### config.mk
export PLATFORM = sky130hd
export DESIGN_NAME = clkdiv_prog
export DESIGN_NICKNAME = d
export VERILOG_FILES = /design/src/rtl/clkdiv_prog.sv
export SDC_FILE = /design/constraint.sdc
export NUM_CORES = 1
export LEC_CHECK = 0
export ABC_AREA = 1
export CAP_MARGIN = 5
export CORE_ASPECT_RATIO = 1.5
export CORE_MARGIN = 5
export CORE_UTILIZATION = 30
export DETAILED_ROUTE_END_ITERATION = 8
export PLACE_DENSITY = 0.46
export SYNTH_ARGS = -nofsm -noshare
export SYNTH_HDL_FRONTEND = slang
export SYNTH_SLANG_ARGS = --single-unit
### constraint.sdc
create_clock -name clk_in -period 5.5 [get_ports clk_in]
set_input_delay 1.65 -clock clk_in [delete_from_list [all_inputs] [get_ports clk_in]]
set_output_delay 1.65 -clock clk_in [all_outputs]
set_load 0.1 [all_outputs]
### src/rtl/clkdiv_prog.sv
// Programmable clock divider. New period/high-time settings wait in a shadow
// register and only take effect at a period boundary or while stopped.
module clkdiv_prog #(
  parameter int WIDTH      = 16,
  parameter int RESET_DIV  = 2,
  parameter int RESET_DUTY = 0
) (
  input  logic             clk_in,
  input  logic             rst,
  input  logic             en,
  input  logic             load,
  input  logic [WIDTH-1:0] div_in,
  input  logic [WIDTH-1:0] duty_in,
  output logic             clk_out,
  output logic             tick,
  output logic             pending
);

  localparam int RST_P_I = (RESET_DIV < 2) ? 2 : RESET_DIV;
  localparam int RST_H_I = (RESET_DUTY == 0)       ? RST_P_I / 2 :
                           (RESET_DUTY >= RST_P_I) ? RST_P_I - 1 : RESET_DUTY;
  localparam logic [WIDTH-1:0] RST_P = WIDTH'(RST_P_I);
  localparam logic [WIDTH-1:0] RST_H = WIDTH'(RST_H_I);

  logic [WIDTH-1:0] cnt;
  logic [WIDTH-1:0] p_act, h_act;
  logic [WIDTH-1:0] p_sh, h_sh;
  logic [WIDTH-1:0] p_new, h_new;
  logic             last;
  logic             apply;

  // Clamp the requested divisor and resolve the duty so high time is 1..P-1.
  always_comb begin
    p_new = (div_in < WIDTH'(2)) ? WIDTH'(2) : div_in;
    if (duty_in == '0)
      h_new = p_new >> 1;
    else if (duty_in >= p_new)
      h_new = p_new - WIDTH'(1);
    else
      h_new = duty_in;
  end

  assign last  = (cnt == p_act - WIDTH'(1));
  assign apply = pending && (!en || last);

  always_ff @(posedge clk_in or posedge rst) begin
    if (rst) begin
      cnt     <= '0;
      clk_out <= 1'b0;
      tick    <= 1'b0;
      pending <= 1'b0;
      p_act   <= RST_P;
      h_act   <= RST_H;
      p_sh    <= RST_P;
      h_sh    <= RST_H;
    end else begin
      if (en) begin
        cnt     <= last ? '0 : cnt + WIDTH'(1);
        clk_out <= (cnt < h_act);
        tick    <= last;
      end else begin
        cnt     <= '0;
        clk_out <= 1'b0;
        tick    <= 1'b0;
      end
      if (apply) begin
        p_act <= p_sh;
        h_act <= h_sh;
      end
      // A load on an apply edge moves the old shadow in and keeps the new one waiting.
      if (load) begin
        p_sh    <= p_new;
        h_sh    <= h_new;
        pending <= 1'b1;
      end else if (apply) begin
        pending <= 1'b0;
      end
    end
  end

endmodule

---- Word-level counts from Yosys, hierarchy flattened ----
Cells that the tools add are included.
Widths: inputs -> output; s select.
word-level totals
  register bits ........................... 83
  input bits .............................. 36
  word-level logic and storage cells ...... 29
operators by class
  add/sub/neg operators ................... 3
  magnitude comparators ................... 3
  equal/unequal tests ..................... 1
  mux-type cells .......................... 9
  reduce and logical (&&, ||, !) cells .... 5
operators with widths
  cell                   count
  $mux 16                5
  $sub 16x1->16 const B  2
  $add 16x1->16 const B  1
  $eq 16x16->1           1
  $ge 16x16->1           1
  $logic_not 16->1       1
  $lt 16x16->1           1
  $lt 16x2->1 const B    1
  $mux 1                 4
  $reduce_bool 2->1      1
  $logic_and 1x1->1      1
  $logic_not 1->1        1
  $logic_or 1x1->1       1

---- Longest topological paths before layout ----
  depth after elaboration ................. 6
  mapped depth ............................ 20
  gate-level depth less buffers ........... 19

---- Worst setup path after synthesis ----
Ideal clock, no wire load.
  path type ............................... input port to flip-flop
  start point ............................. input port div_in[7]
  end point ............................... register h_sh[8]
  library setup time ...................... 138 ps
  data arrival time ....................... 3596 ps
  data required time ...................... 5362 ps
  setup slack ............................. 1766 ps
  stages .................................. 16
  path through ............................ nor2_1 nand2_1 nor3_1 a21oi_1 ha_1 a21oi_1 o21ai_0 nand2_1 nand2_1 nand2_1 nand3_1 inv_1 clkbuf_1 nand2_1 nand3_1 o211ai_1
on the way
  longest elaborated chain between the ends .. 5
ends and longest elaborated chain
  item                                           line    RTL
  start, declared                                12      input logic [WIDTH-1:0] div_in,
  $lt 16x2->1                                    34      p_new = (div_in < WIDTH'(2)) ? WIDTH'(2) : div_in;
  $mux 16 *                                      34
  $sub 16x1->16 or $ge 16x16->1 (tied branches)  38, 37
  $mux 16                                        37      else if (duty_in >= p_new)
  $mux 16 *                                      35      if (duty_in == '0)
  end signal, assigned                           73      h_sh <= h_new;
  end, declared                                  27      logic [WIDTH-1:0] p_sh, h_sh;
Mark *: on every way between the ends. The rest lies on a longest branch, timed or not.
A chain may end at the register's enable or synchronous reset.

---- Final worst setup path ----
  start point ............................. input port div_in[10]
  end point ............................... register h_sh[8]
The elaborated chain is that of the path after synthesis.

==> key figures <==
Outcome
  – Status: complete, no violations

Timing
  – Slew headroom: 0.342
  – Final hold violation count: 0
  – Crit path time final: 4.61 ns
  – Endpoints failing setup: 0
  – Unrepaired setup endpoints after global routing: no
  – Worst-margin pin slew: 0.984 ns
  – Fmax: 217 MHz
  – Final period utilization: 0.839
  – PnR worst setup slack: 0.887 ns
  – Max Slew Vio Count: 0
  – Final Skew: 0.00840 ns
  – Sum of negative setup slack: 0 ns

Clock network
  – H-tree Lvls: 3
  – Cts repair resizes: 0
  – Total CTS buffers: 9
  – CTS max path bufs: 2
  – Clk_lat worst skew: 0.34 ns
  – Worst-path clk slew: 0.06 ns
  – # Post-CTS Setup Buffers: 0
  – Cts hold-fix bufs: 0
  – CTS tree: done
  – Sink Count: 83
  – CTS Root Cell: clkbuf_16

Floorplan
  – Full die area: 21,200 µm²
  – Top Ports: 39
  – Die Wd: 120 µm
  – Initial core utilization: 0.306
  – Core Area: 17,900 µm²
  – Std cell rows: 60
  – Die Y: 176 µm

Global route
  – GRT overflow: 0
  – Initial antenna violation count: 0
  – Largest net degree at the start of global routing: 47
  – First-pass GRT wire length: 25,000 µm
  – GRT Total Usage: 0.147
  – Number of global-route vias before repair: 5,024

Pwr
  – Leak: 0.00329 µW
  – Cell-internal power: 1150 µW
  – PD cells: 271 nW/µm²
  – Sequential share of power: 0.429
  – Gate power share: 0.237
  – Max IR drop VDD: 0.151 mV
  – Net Sw Power: 580 µW
  – Net Sw Frac: 0.335
  – Clock power share: 0.334

Cells and area
  – Area Overhead vs Synth: 16.1%
  – Area of the multi-input gates: 2960 µm²
  – Layout Nets: 894
  – Antenna Diode Count: 0
  – Filler cells: 1,943
  – Core Util, Final: 0.355
  – Share of cells above drive strength 1: 0.0543
  – Register area: 2080 µm²

Route
  – Total wire length: 14,800 µm
  – Pre-antenna DRT Iters: 4
  – Overall via count from detail_route: 4,849
  – DRC: 0
  – Antenna Nets Post-Route: 0
  – Initial drt markers: 251
  – Wire length per cell: 14.2 µm
  – Via/cell ratio: 4.64

Synthesis
  – Number of enable flip-flop cells after synthesis: 0
  – Cell Area, Synth: 5490 µm²
  – Yosys warnings: 0
  – Post-synth top area share: 0.360
  – Post-synthesis sequential area ratio: 0.379
  – Mean post-synth cell area: 6.98 µm²
  – Mapped Cells: 787
  – Post-synthesis cell type count: 34
  – Synth Register Bits: 83
  – Synth area leader: dfrtp_1
  – Syn_nets: 857
  – Post-synth ARST share: 1.00
  – Largest cells by area after synthesis: dfrtp_1, nand2_1, nand3_1
  – Synth Flop Type: dfrtp_1

Critical path
  – Reg2Reg Depth: 13
  – Worst path arrival time: 4.82 ns
  – Critical path class: primary input to flop
  – Worst-path maximum fanout: 14
  – CP Launch Type: primary input
  – Worst Path Required: 5.71 ns
  – CP endpoint kind: flop

Placed design
  – GPL Wtd Cong: 0.868
  – Worst slack, placed: 0.554 ns
  – Dpl hpwl: 12,000 µm
  – Port-buffer cells: 38

Job
  – Max Cap Viol: 0

Hold path
  – WHS Path Cells: 2
  – Worst hold path class: flop to flop
-- path summary, 6_finish.rpt --
kind                       endpoint  startpoint  slack [ns]
hold / removal             h_act[0]    h_act[0]        0.47
min in group asynchronous   pending         rst        1.76
max in group asynchronous    cnt[9]         rst        2.91
setup / recovery            h_sh[8]  div_in[10]        0.89
setup reg to reg           h_act[2]    p_act[0]        2.51
hold reg to reg            h_act[0]    h_act[0]        0.47
-- cells in the mapped netlist (2+ instances only) --
master / count
buf_6: 3
nor3_1: 8
inv_1: 91
xnor2_1: 6
nor2_1: 67
o21bai_1: 2
clkbuf_1: 11
dfstp_2: 4
o21ai_0: 25
o211ai_1: 4
nand4_1: 8
nor4_1: 5
nand3b_1: 2
a21oi_1: 24
nand2_4: 2
ha_1: 34
dfrtp_1: 79
nand3_1: 93
buf_4: 3
nand2_1: 278
xor2_1: 15
nor2_2: 7
or2_2: 4
buf_2: 2
-- flip-flops by register name, summed over array words and instances (netlist names) --
name     cells
tick         1
cnt         16
pending      1
h_act       16
p_act       16
h_sh        16
clk_out      1
p_sh        16
-- cell usage in the layout (no fill, tap or decap), types with 4 or more instances in the layout --
cell	instances
ha_1	34
a21oi_1	24
xor2_1	15
nand4_1	8
nor4_1	5
clkbuf_16	9
dfstp_2	4
clkdlybuf4s50_1	38
nand3_1	93
or2_2	4
inv_1	90
nor3_1	8
nand2_1	278
buf_4	8
dfrtp_1	79
o211ai_1	4
xnor2_1	6
nor2_1	67
o21ai_0	25
nor2_2	7
-- area by class of cell --
cell class	instances	area share
multi-input combinational	593	0.463
inverter	91	0.0538
tap	217	0.0426
clock buffer	9	0.0353
clock inverter	7	0.00922
timing repair buffer	46	0.0691
sequential	83	0.327
-- critical path: stages --
cell and delay [ns]:
clkdlybuf4s50_1 0.51, nor2_1 0.27, nand2_1 0.08, nor2_1 0.26, a21oi_1 0.16, ha_1 0.31
a21oi_1 0.13, o21ai_0 0.08, nand2_1 0.06, nand2_1 0.04, nand2_1 0.05, nand3_1 0.38
inv_1 0.55, nand2_1 0.09, nand3_1 0.11, o211ai_1 0.08
-- routing by layer --
metal	vias up	routed length (µm)	track usage
met4	0	445	0.0591
li1	2593	-	-
met3	20	217	0.0158
met5	-	0	0
met2	59	8030	0.279
met1	2177	6120	0.166
-- power by group through the flow --
stage	Sequential (µW)	Combinational [µW]	Clock (µW)
finish	743	410	578
global route	755	482	620
CTS	744	421	599
detailed placement	755	420	0
global placement	752	418	0
floorplan	741	296	0
-- cells by family (layout without fill, tap and decap cells) --
group / count (synthesis) / count (layout) / share of synthesized area
and+or+nand+nor: 477 / 477 / 0.367
buffers and inverters: 111 / 153 / 0.0825
DFF: 83 / 83 / 0.379
AOI/OAI and AO/OA: 61 / 61 / 0.0604
adders and majority gates: 34 / 34 / 0.0775
xor gates and xnor gates: 21 / 21 / 0.0335
-- metrics by stage --
| step | power, µW | hold slack (ns) | instance area (µm²) | instances |
|---|---|---|---|---|
| 6_report | 1730 | 0.469 | 6380 | 1046 |
| 3_5_place_dp | 1170 | 0.458 | 6090 | 1030 |
| 5_1_grt | 1860 | 0.478 | 6380 | 1046 |
| 3_3_place_gp | 1170 | 0.455 | 6090 | 1030 |
| 2_1_floorplan | 1040 | 0.442 | 5490 | 787 |
| 4_1_cts | 1760 | 0.468 | 6380 | 1046 |
No activity file was read; power rests on OpenSTA's default activity.
